`src/rtl/counter_window.sv`:
```
`default_nettype none
// ============================================================================
// Module      : counter_window
// Description : Timing-window counter. Counts enabled ticks up to MAXCOUNT,
//               timestamps hits inside the window, and counts them.
// Revision    : 1.0 - initial release
// ============================================================================
module counter_window #(
    parameter int WIDTH       = 17,
    parameter int MAXCOUNT    = 66080,
    parameter int AUTO_RELOAD = 0,
    parameter int HIT_W       = 8
) (
    input  logic             clk,
    input  logic             reset,
    input  logic             go,
    input  logic             en,
    input  logic             hit,
    output logic [WIDTH-1:0] count,
    output logic             running,
    output logic             done,
    output logic [WIDTH-1:0] hit_time,
    output logic             hit_valid,
    output logic [HIT_W-1:0] hit_cnt
);

    localparam logic [1:0]       c_S_IDLE    = 2'd0;
    localparam logic [1:0]       c_S_COUNT   = 2'd1;
    localparam logic [1:0]       c_S_DONE    = 2'd2;
    localparam logic [WIDTH-1:0] c_MAX_COUNT = WIDTH'(MAXCOUNT);
    localparam logic             c_RELOAD    = (AUTO_RELOAD != 0);

    logic [1:0]       r_state;
    logic [1:0]       w_state_next;
    logic             r_running;
    logic [WIDTH-1:0] r_count;
    logic [WIDTH-1:0] w_count_next;
    logic             r_done;
    logic             w_done_next;
    logic [WIDTH-1:0] r_hit_time;
    logic [WIDTH-1:0] w_hit_time_next;
    logic             r_hit_valid;
    logic             w_hit_valid_next;
    logic [HIT_W-1:0] r_hit_cnt;
    logic [HIT_W-1:0] w_hit_cnt_next;
    logic             w_term;
    logic             w_counting;

    assign w_term     = (r_count == c_MAX_COUNT);
    assign w_counting = (r_state == c_S_COUNT) && !go;

    // State register; running is registered alongside so it tracks state exactly.
    always_ff @(posedge clk or posedge reset) begin
        if (reset) begin
            r_state   <= c_S_IDLE;
            r_running <= 1'b0;
        end else begin
            r_state   <= w_state_next;
            r_running <= (w_state_next == c_S_COUNT);
        end
    end

    always_comb begin
        w_state_next = r_state;
        if (go) begin
            w_state_next = c_S_COUNT;
        end else begin
            case (r_state)
                c_S_COUNT: begin
                    if (en && w_term && !c_RELOAD) begin
                        w_state_next = c_S_DONE;
                    end
                end
                c_S_IDLE:  w_state_next = c_S_IDLE;
                c_S_DONE:  w_state_next = c_S_DONE;
                default:   w_state_next = c_S_IDLE;
            endcase
        end
    end

    // Datapath next values: go wins over everything, otherwise only COUNT acts.
    always_comb begin
        w_count_next     = r_count;
        w_done_next      = 1'b0;
        w_hit_valid_next = 1'b0;
        w_hit_time_next  = r_hit_time;
        w_hit_cnt_next   = r_hit_cnt;
        if (go) begin
            w_count_next   = '0;
            w_hit_cnt_next = '0;
        end else if (w_counting) begin
            if (en) begin
                if (w_term) begin
                    w_done_next = 1'b1;
                    if (c_RELOAD) begin
                        w_count_next = '0;
                    end
                end else begin
                    w_count_next = r_count + WIDTH'(1);
                end
            end
            if (hit) begin
                w_hit_time_next  = r_count;
                w_hit_valid_next = 1'b1;
                if (!(&r_hit_cnt)) begin
                    w_hit_cnt_next = r_hit_cnt + HIT_W'(1);
                end
            end
        end
    end

    always_ff @(posedge clk or posedge reset) begin
        if (reset) begin
            r_count     <= '0;
            r_done      <= 1'b0;
            r_hit_time  <= '0;
            r_hit_valid <= 1'b0;
            r_hit_cnt   <= '0;
        end else begin
            r_count     <= w_count_next;
            r_done      <= w_done_next;
            r_hit_time  <= w_hit_time_next;
            r_hit_valid <= w_hit_valid_next;
            r_hit_cnt   <= w_hit_cnt_next;
        end
    end

    assign count     = r_count;
    assign running   = r_running;
    assign done      = r_done;
    assign hit_time  = r_hit_time;
    assign hit_valid = r_hit_valid;
    assign hit_cnt   = r_hit_cnt;

endmodule
`default_nettype wire

```
`config.mk`:
```
export PLATFORM = sky130hd
export DESIGN_NAME = counter_window
export DESIGN_NICKNAME = d
export VERILOG_FILES = /design/src/rtl/counter_window.sv
export SDC_FILE = /design/constraint.sdc
export NUM_CORES = 1
export LEC_CHECK = 0
export BUFFER_PORTS_ARGS = -buffer_cell sky130_fd_sc_hd__buf_2
export CAP_MARGIN = 20
export CORE_MARGIN = 10
export CORE_UTILIZATION = 25
export DETAILED_ROUTE_END_ITERATION = 8
export GPL_TIMING_DRIVEN = 0
export PLACE_DENSITY = 0.43
export SLEW_MARGIN = 20
export SYNTH_ARGS = -nofsm -noshare
export SYNTH_HDL_FRONTEND = slang
export SYNTH_SLANG_ARGS = --single-unit
```
`constraint.sdc`:
```
create_clock -name clk -period 1.82 [get_ports clk]
set_input_delay 0.091 -clock clk [delete_from_list [all_inputs] [get_ports clk]]
set_output_delay 0.091 -clock clk [all_outputs]
set_load 0.005 [all_outputs]
```
==> out/metrics.csv, run 1 <==
metric,value,unit
syn_area,2220,sq um
die_area,13000,sq um
rrSetupSlack,0.07,ns
ir_drop,276,uV
grt_pass1_wl,9.56,mm
grt.busiest_layer,met2,
pwr-share-comb,7.2,%
reg2reg_depth,8,
slowest_delay,0.41,ns
die_w,114,microns
worst-path-stages,8,
cts_made_buffers,5,
crit_top_cell,buf_6,
layout-drive-gt1-share,36.5,%
synth_top_cell_by_area,dfrtp_1,
place_congestion,0.757,
p_int,1520,uW
synth_edf_count,0,
maxCapViolations,0,
groute.usage.overall,9.02,%
cts.sinks,47,
clk_latency,0.30,ns
yosysMostFrequentCell,dfrtp_1,
p_switching,445,uW
grtUsageMet2,12.7,%
drv_slew,0,
rows,34,
syn_to_final_growth,28.4,%
grt_max_degree,26,
critPathLaunchType,flop,
skew,0.00594,ns
tightest_slew,0.562,ns
start_util,25.6,%
hold_viol,0,
diodes,0,
worstPathArrival,1.94,ns
cts_root_buffer,clkbuf_8,
clkPwrFrac,38.1,%
use_met3,3.77,%
cp-end-kind,flop,
finalCriticalPeriod,1.75,ns
antenna_left,0,
r2r_end,hit_time[13],
io_buffers,49,
crit_family,buffers and inverters,
wl_per_cell,15.9,microns
synth_top_area_share,53.0,%
antenna_found_initial,0,
power.share.sequential,54.7,%
synth.ff_latch_count,47,
path_clk_slew,0.08,ns
worst-path-buf-inv,4,
via_per_inst,4.72,
cts_tree,done,
min-delay-start,hit,
grt_pass1_vias,1784,
place_inst,361,
worstSetupPathType,reg -> reg,
ys_warn_count,0,
fmax,571,MHz
fp.dieH,114,microns
yosysSeqAreaShare,53.0,%
path_max_fanout,8,
synth_flop_cell,dfrtp_1,
core-area,8680,sq um
synthArstFlopShare,100,%
clockBufferDepth,2,
synth_cells,203,
tns,0,ns
wirelength,5.91,mm
cp.required,2.01,ns
yosys-top-cells-area,"dfrtp_1 (53%), mux2_2 (7.6%), nor2_1 (3.4%), ha_1 (2.8%), xnor2_1 (2.8%)",
hold_depth,3,
drt_iter0_markers,71,
vias,1751,
htree_levels,2,
power.share.switching,22.7,%
drc,0,
dr.pass1.iters,4,
layout.nets,273,
pin_count,50,
dp_hpwl,4.30,mm
ys_types,44,
path_cells,inv_1 > ha_2 > buf_6 > nand2_2 > or2_1 > buf_6 > inv_8 > mux2_2,
post-route-period-util,96.2,%
setup_viol,0,
rr_startpoint,r_state[1],
fin_cells,371,
hold_path_end,hit_cnt[2],
grt_overflow,0,
syn-num-nets,213,
leakage,0.00140,uW
max_slew_margin,62.5,%
fillers,939,
powerDensity,690,nW/um^2
crit_path_top_delay_cell,dfrtp_1,
synthTopCellsByCount,"dfrtp_1 (47), nor2_1 (20), mux2_2 (15), nand2_1 (10)",
synth_area_per_cell,10.9,sq um
hp-class,in -> reg,
status,completed,
gr-usage-met1,12.2,%
logic make-up after synthesis:
kind of cell    share of synthesized area (%)
simple gates                             18.7
flops                                    53.0
compound gates                           9.08
buf+inv                                  3.66
mux                                      8.06
xor+xnor                                 4.74
fa+ha+maj                                2.82
worst reg2reg max path, cell delays in order (launching register included):
cell and delay, ns:
dfrtp_1 0.41, inv_1 0.07, ha_2 0.18, buf_6 0.13
nand2_2 0.07, or2_1 0.23, buf_6 0.15, inv_8 0.08
mux2_2 0.33
flip-flops by register name, indices dropped and copies added, names as in the netlist:
register and cells:
running 1, r_state 2, hit_valid 1, done 1, count 17, hit_time 17, hit_cnt 8
cells in the final DEF (no fill, tap or decap), types with 2 or more instances in the layout:
master | synthesis | final
a211oi_1 | 5 | 5
a21oi_1 | 9 | 9
a31oi_1 | 5 | 5
and2_1 | 2 | 2
and3_1 | 3 | 3
and4_4 | 1 | 2
buf_2 | 2 | 50
buf_6 | 1 | 4
clkbuf_1 | 2 | 3
clkbuf_4 | 2 | 2
clkbuf_8 | 0 | 5
dfrtp_1 | 47 | 47
ha_1 | 5 | 4
inv_1 | 7 | 6
mux2_2 | 15 | 15
nand2_1 | 10 | 9
nand3_1 | 7 | 7
nand4_1 | 5 | 5
nor2_1 | 20 | 20
nor3_1 | 3 | 3
o21ai_0 | 9 | 9
or2_1 | 2 | 2
or3_1 | 4 | 4
xnor2_1 | 7 | 7
xor2_1 | 5 | 5
layer usage:
layer  part of all wire (%)  wire (microns)
met1                     48            2820
met2                     43            2570
met3                    8.0             475
met4                   0.76              45
met5                      0               0
worst max path at each step:
stage	start	end	slack (ns)
floorplan	r_state[0]	hit_time[2]	0.16
global placement	reset	hit_time[1]	-0.17
detailed placement	r_state[1]	hit_time[12]	-0.10
CTS	count[0]	r_state[0]	0.01
global route	count[1]	r_state[0]	-0.002
finish	r_state[1]	hit_time[13]	0.07
metrics by stage:
step | hold WS, ns | utilization [%] | power (uW) | setup slack, ns | cell area (sq um)
floorplan | 0.259 | - | 1170 | 0.161 | 2220
global placement | 0.454 | 30.0 | 1220 | -0.173 | 2600
detailed placement | 0.188 | 30.2 | 1230 | -0.102 | 2620
CTS | 0.137 | 31.7 | 2000 | 0.00951 | 2750
global route | 0.167 | 32.8 | 2060 | -0.00195 | 2850
finish | 0.158 | 32.8 | 1970 | 0.0686 | 2850
power groups by stage:
stage / Clock [uW] / Combinational [uW] / Sequential (uW)
final: 749 / 142 / 1070
after global routing: 816 / 165 / 1080
after CTS: 787 / 139 / 1070
after detailed placement: 0 / 134 / 1100
after global placement: 0 / 127 / 1100
after floorplan: 0 / 73.8 / 1090
final cells by class:
| type | instances | area (sq um) | area share [%] |
|---|---|---|---|
| Buffer | 8 | 67.6 | 2.37 |
| Clock buffer | 6 | 72.6 | 2.55 |
| Clock inverter | 1 | 30.0 | 1.05 |
| Inverter | 8 | 37.5 | 1.32 |
| Multi-Input combinational cell | 140 | 1040 | 36.6 |
| Sequential cell | 47 | 1180 | 41.3 |
| Tap cell | 108 | 135 | 4.74 |
| Timing Repair Buffer | 53 | 288 | 10.1 |
what timing repair did:
| item | 4_1_cts | 5_1_grt |
|---|---|---|
| cloned | 0 | 1 |
| endpoints found under the setup margin | 12 | 21 |
| pin swaps | 0 | 1 |
| setup buffers | 0 | 1 |
| gates resized for setup | 6 | 17 |
| hold buffers | 1 | 0 |
| hold endpoints to repair | 24 | 0 |
Power figures use the tool's default switching activity.
==> inputs of run 2 (changes only) <==
--- a/config.mk
+++ b/config.mk
@@ -8,10 +8,10 @@
 export BUFFER_PORTS_ARGS = -buffer_cell sky130_fd_sc_hd__buf_2
 export CAP_MARGIN = 20
 export CORE_MARGIN = 10
-export CORE_UTILIZATION = 25
+export CORE_UTILIZATION = 53
 export DETAILED_ROUTE_END_ITERATION = 8
 export GPL_TIMING_DRIVEN = 0
-export PLACE_DENSITY = 0.43
+export PLACE_DENSITY = 0.78
 export SLEW_MARGIN = 20
 export SYNTH_ARGS = -nofsm -noshare
 export SYNTH_HDL_FRONTEND = slang
==> run 2 against run 1 <==
  * Clock skew shrank 0.0017 ns
  * Register-to-register slack is essentially flat
  * Final cell count shrank 16%
  * Clock power shrank 8.7%
  * Final area shrank 5.7%
  * Global-route usage grew 5.1 points
==> out/metrics.csv, run 2 (synthesis results as in run 1) <==
metric,value,unit,change
path_cells,inv_1 > ha_1 > buf_4 > nand2_1 > or2_4 > inv_6 > mux2_2,,was inv_1 > ha_2 > buf_6 > nand2_2 > or2_1 > buf_6 > inv_8 > mux2_2
drv_slew,0,,unchanged
crit_family,simple AND/OR/NAND/NOR gates,,was buffers and inverters
cp.required,2.01,ns,about the same
htree_levels,2,,unchanged
max_slew_margin,65.6,%,was 62.5%
clockBufferDepth,2,,unchanged
tightest_slew,0.517,ns,was 0.562 ns
grt_pass1_wl,8.45,mm,was 9.56 mm
pwr-share-comb,7.0,%,was 7.2%
drt_iter0_markers,95,,was 71
setup_viol,0,,unchanged
place_congestion,0.750,,was 0.757
start_util,55.1,%,was 25.6%
cts_root_buffer,clkbuf_8,,unchanged
antenna_left,0,,unchanged
groute.usage.overall,14.1,%,was 9.02%
hp-class,in -> reg,,unchanged
worstSetupPathType,reg -> reg,,unchanged
fin_cells,311,,was 371
tns,0,ns,unchanged
reg2reg_depth,7,,was 8
cts.sinks,47,,unchanged
path_clk_slew,0.08,ns,about the same
die_w,84.7,microns,was 114 microns
rrSetupSlack,0.08,ns,was 0.07 ns
vias,1789,,was 1751
wl_per_cell,15.9,microns,about the same
hold_depth,4,,was 3
final_cell_mix,"buf_2 (49), dfrtp_1 (47), nor2_1 (20)",,"was buf_2 (50), dfrtp_1 (47), nor2_1 (20)"
path_max_fanout,9,,was 8
cp-end-kind,flop,,unchanged
maxCapViolations,0,,unchanged
layout-drive-gt1-share,33.3,%,was 36.5%
worst-path-stages,7,,was 8
rsz0062_at_grt,true,,
finalCriticalPeriod,1.74,ns,was 1.75 ns
whs,0.148,ns,was 0.158 ns
leakage,0.00135,uW,was 0.00140 uW
diodes,0,,unchanged
status,completed,,unchanged
die_area,7180,sq um,was 13000 sq um
clk_latency,0.30,ns,about the same
post-route-period-util,95.5,%,was 96.2%
pre_cts_ws,-0.0437,ns,was -0.102 ns
drc,0,,unchanged
layout.nets,270,,was 273
p_int,1460,uW,was 1520 uW
worst-path-buf-inv,3,,was 4
slowest_delay,0.40,ns,was 0.41 ns
clkPwrFrac,36.2,%,was 38.1%
wirelength,4.94,mm,was 5.91 mm
cts_made_buffers,5,,unchanged
via_per_inst,5.75,,was 4.72
dp_hpwl,3.65,mm,was 4.30 mm
dr.pass1.iters,5,,was 4
final_common_cell,buf_2,,unchanged
grt_pass1_vias,1791,,was 1784
ir_drop,528,uV,was 276 uV
p_switching,431,uW,was 445 uW
power.share.sequential,56.8,%,was 54.7%
grt_overflow,0,,unchanged
pin_count,50,,unchanged
skew,0.00426,ns,was 0.00594 ns
power.share.switching,22.8,%,was 22.7%
powerDensity,703,nW/um^2,was 690 nW/um^2
fin_ws,0.0816,ns,was 0.0686 ns
io_buffers,49,,unchanged
fp.dieH,84.7,microns,was 114 microns
antenna_found_initial,0,,unchanged
hold_viol,0,,unchanged
cts_tree,done,,unchanged
fmax,575,MHz,was 571 MHz
crit_path_top_delay_cell,dfrtp_1,,unchanged
syn_to_final_growth,21.1,%,was 28.4%
worstPathArrival,1.93,ns,was 1.94 ns
grt_max_degree,26,,unchanged
place_inst,303,,was 361
postCtsSetupBuffers,0,,unchanged
rows,23,,was 34
critPathLaunchType,flop,,unchanged
core-area,4030,sq um,was 8680 sq um
## run 2: final timing paths
check / startpoint / end
max reg2reg: r_state[1] / hit_time[9]
min: go / r_state[1]
min reg2reg: hit_time[0] / hit_time[0]
max: r_state[1] / hit_time[9]
max in group asynchronous: reset / hit_cnt[5]
min in group asynchronous: reset / hit_time[7]
## run 2: tightest hold or removal path, cell delays in order
cell	delay [ns]
buf_2	0.12
nor2_1	0.05
o21ai_0	0.09
nor2_1	0.06
## run 2: power groups by stage
stage	clock, uW	combinational, uW	sequential [uW]
2_1_floorplan	0	73.8	1090
3_3_place_gp	0	120	1090
3_5_place_dp	0	129	1090
4_1_cts	701	133	1070
5_1_grt	753	149	1080
6_report	684	131	1070
## run 2: metrics by stage
step	power [uW]	area [sq um]	utilization, %
3_3_place_gp	1210	2530	62.7
6_report	1890	2690	66.7
5_1_grt	1980	2690	66.7
3_5_place_dp	1220	2550	63.2
4_1_cts	1910	2670	66.3
2_1_floorplan	1170	2220	-
## run 2: routing by layer
metal | vias to the layer above | share of wire, % | wire length [microns] | global-route usage (%)
met5 | - | 0 | 0 | 0
met4 | 0 | 1.7 | 86 | 5.84
met3 | 10 | 7.3 | 362 | 5.60
met2 | 59 | 47 | 2310 | 22.0
met1 | 874 | 44 | 2180 | 16.9
li1 | 846 | - | - | -
## run 2: area by class of cell
cell class | count | area [sq um]
Clock buffer | 8 | 100
Buffer | 7 | 52.6
Tap cell | 50 | 62.6
Fill cell | 342 | 1340
Sequential cell | 47 | 1180
Timing Repair Buffer | 51 | 275
Inverter | 8 | 35.0
Multi-Input combinational cell | 140 | 986
## run 2: repair_timing
item / 4_1_cts / 5_1_grt
gates resized for setup: 5 / 3
gates cloned: 0 / 0
endpoints found under the setup margin: 12 / 6
hold buffers: 1 / 0
hold endpoints to repair: 22 / 0
==> inputs of run 3 (changes only) <==
--- a/config.mk
+++ b/config.mk
@@ -5,13 +5,14 @@
 export SDC_FILE = /design/constraint.sdc
 export NUM_CORES = 1
 export LEC_CHECK = 0
+export ABC_AREA = 1
 export BUFFER_PORTS_ARGS = -buffer_cell sky130_fd_sc_hd__buf_2
 export CAP_MARGIN = 20
 export CORE_MARGIN = 10
-export CORE_UTILIZATION = 53
+export CORE_UTILIZATION = 55
 export DETAILED_ROUTE_END_ITERATION = 8
 export GPL_TIMING_DRIVEN = 0
-export PLACE_DENSITY = 0.78
+export PLACE_DENSITY = 0.8
 export SLEW_MARGIN = 20
 export SYNTH_ARGS = -nofsm -noshare
 export SYNTH_HDL_FRONTEND = slang
==> run 3 against run 2 <==
  * Register-to-register slack gained 0.04 ns
  * Critical path depth grew 5
  * Routed wire length grew 19%
  * First-iteration DRC count grew 52%
  * Clock skew grew 0.00091 ns
  * Non-clock buffer count grew 4
  * Combinational power grew 82%
  * Largest power group unchanged
  * Worst hold slack lost 0.12 ns
==> out/metrics.csv, run 3 <==
metric,value,unit,change
io_buffers,49,,unchanged
tns,0,ns,unchanged
final_common_cell,nand2_1,,was buf_2
path_cells,inv_2 > ha_1 > inv_1 > nor2_1 > nand2_2 > nor2_4 > nand2_4 > nand2_4 > buf_8 > o21ai_1 > nand2_1 > nor2_1,,was inv_1 > ha_1 > buf_4 > nand2_1 > or2_4 > inv_6 > mux2_2
pre_cts_ws,0.0481,ns,was -0.0437 ns
vias,2252,,was 1789
synth_cells,317,,was 203
leakage,0.00153,uW,was 0.00135 uW
crit_family,simple AND/OR/NAND/NOR gates,,unchanged
yosysSeqAreaShare,47.3,%,was 53.0%
max_slew_margin,66.1,%,was 65.6%
post-route-period-util,93.1,%,was 95.5%
skew,0.00517,ns,was 0.00426 ns
worstSetupPathType,reg -> reg,,unchanged
wirelength,5.89,mm,was 4.94 mm
layout-drive-gt1-share,25.3,%,was 33.3%
fillers,384,,was 342
synthArstFlopShare,100,%,unchanged
clockBufferDepth,2,,unchanged
hp-class,in -> reg,,unchanged
cts.sinks,47,,unchanged
synth_flop_cell,dfrtp_1,,unchanged
ys_warn_count,0,,unchanged
rows,24,,was 23
grt_pass1_wl,9.99,mm,was 8.45 mm
clk_latency,0.30,ns,about the same
groute.usage.overall,15.9,%,was 14.1%
synthTopCellsByCount,"nand2_1 (80), dfrtp_1 (47), inv_1 (37), nor2_1 (37), o21ai_0 (27)",,"was dfrtp_1 (47), nor2_1 (20), mux2_2 (15), nand2_1 (10)"
final_cell_mix,"nand2_1 (80), buf_2 (52), dfrtp_1 (47)",,"was buf_2 (49), dfrtp_1 (47), nor2_1 (20)"
htree_levels,2,,unchanged
ir_drop,378,uV,was 528 uV
drc,0,,unchanged
layout.nets,388,,was 270
fin_ws,0.125,ns,was 0.0816 ns
worstPathArrival,1.89,ns,was 1.93 ns
dp_hpwl,4.54,mm,was 3.65 mm
hold_viol,0,,unchanged
worst-path-buf-inv,3,,unchanged
rrSetupSlack,0.13,ns,was 0.08 ns
tightest_slew,0.508,ns,was 0.517 ns
cts_root_buffer,clkbuf_8,,unchanged
syn-num-nets,327,,was 213
dr.pass1.iters,4,,was 5
antenna_found_initial,0,,unchanged
setup_viol,0,,unchanged
synth_area_per_cell,7.85,sq um,was 10.9 sq um
critPathLaunchType,flop,,unchanged
wl_per_cell,13.7,microns,was 15.9 microns
yosys-top-cells-area,"dfrtp_1 (47%), nand2_1 (12%), inv_1 (5.6%), nor2_1 (5.6%), o21ai_0 (5.4%)",,"was dfrtp_1 (53%), mux2_2 (7.6%), nor2_1 (3.4%), ha_1 (2.8%), xnor2_1 (2.8%)"
core-area,4350,sq um,was 4030 sq um
die_w,87.3,microns,was 84.7 microns
grt_overflow,0,,unchanged
grt_pass1_vias,2145,,was 1791
cts_tree,done,,unchanged
synth_edf_count,0,,unchanged
maxCapViolations,0,,unchanged
diodes,0,,unchanged
multi_input_area,1110,sq um,was 986 sq um
cp.required,2.02,ns,was 2.01 ns
path_clk_slew,0.09,ns,was 0.08 ns
place_congestion,0.868,,was 0.750
start_util,57.1,%,was 55.1%
drt_iter0_markers,144,,was 95
die_area,7610,sq um,was 7180 sq um
slowest_delay,0.44,ns,was 0.40 ns
synth_top_area_share,47.3,%,was 53.0%
antenna_left,0,,unchanged
status,completed,,unchanged
p_total,1960,uW,was 1890 uW
synth_top_cell_by_area,dfrtp_1,,unchanged
pin_count,50,,unchanged
finalCriticalPeriod,1.69,ns,was 1.74 ns
crit_path_top_delay_cell,dfrtp_1,,unchanged
rsz0062_at_grt,false,,was true
path_max_fanout,10,,was 9
powerDensity,666,nW/um^2,was 703 nW/um^2
seq_area,1180,sq um,unchanged
grt_max_degree,26,,unchanged
cp-end-kind,flop,,unchanged
syn_area,2490,sq um,was 2220 sq um
syn_to_final_growth,18.4,%,was 21.1%
yosysMostFrequentCell,nand2_1,,was dfrtp_1
drv_slew,0,,unchanged
fp.dieH,87.3,microns,was 84.7 microns
via_per_inst,5.23,,was 5.75
fmax,590,MHz,was 575 MHz
ys_types,30,,was 44
synth.ff_latch_count,47,,unchanged
cts_made_buffers,5,,unchanged
run 3: cell types whose count changed in the layout (fill, tap and decap cells not counted), sizes merged, moves of 5 or more:
cell / change
a21oi: -6
buf: +6
clkbuf: -5
inv: +33
mux2: -15
nand2: +75
nand3: +10
nor2: +24
nor3: +11
o21ai: +22
xnor2: -6
run 3: worst paths after layout:
| kind | startpoint | end | depth (start not counted) |
|---|---|---|---|
| setup / recovery | count[0] | count[3] | 12 |
| hold / removal | go | hit_valid | 2 |
| setup reg to reg | count[0] | count[3] | 12 |
| hold reg to reg | hit_time[14] | hit_time[14] | 2 |
| max in group asynchronous | reset | count[7] | 4 |
| min in group asynchronous | reset | hit_time[12] | 3 |
run 3: final cells by class:
cell class / count / area share [%]
clock inverter: 3 / 0.680
buffer: 8 / 1.87
multi-input combinational: 221 / 37.6
sequential: 47 / 39.9
timing repair buffer: 54 / 10.1
tap: 52 / 2.21
clock buffer: 5 / 2.34
inverter: 41 / 5.23
run 3: repair_timing:
action,4_1_cts,5_1_grt
hold buffers,1,0
buffers inserted,0,3
endpoints found under the hold margin,22,0
setup endpoints to repair,0,24
resized for setup,0,10
run 3: logic make-up after synthesis:
group                      after synthesis  synth area share (%)
adders and majority gates                5                  2.52
xor gates and xnor gates                 3                  1.06
AOI/OAI and AO/OA                       39                  8.75
DFF                                     47                  47.3
and+or+nand+nor                        174                  32.1
buffers and inverters                   49                  8.25
run 3: power by group:
part           total [uW]  internal, uW  switching (uW)
clock network         630           268             362
logic                 238          90.9             147
registers            1090          1070            22.0
run 3: through the flow:
| stage | instances | area (sq um) | hold WS [ns] | util, % |
|---|---|---|---|---|
| 6_report | 431 | 2950 | 0.0266 | 67.6 |
| 5_1_grt | 431 | 2950 | 0.0196 | 67.6 |
| 4_1_cts | 428 | 2920 | 0.0185 | 67.0 |
| 3_5_place_dp | 419 | 2820 | 0.146 | 64.7 |
| 3_3_place_gp | 418 | 2800 | 0.344 | 64.3 |
| 2_1_floorplan | 317 | 2490 | 0.167 | - |
run 3: metal layers:
layer	track usage [%]	up-vias	routed length [microns]	share of wire, %
met5	0	-	0	0
met4	4.93	0	89	1.5
met3	4.78	10	496	8.4
met2	25.0	62	2700	46
met1	20.6	1047	2610	44
li1	-	1133	-	-
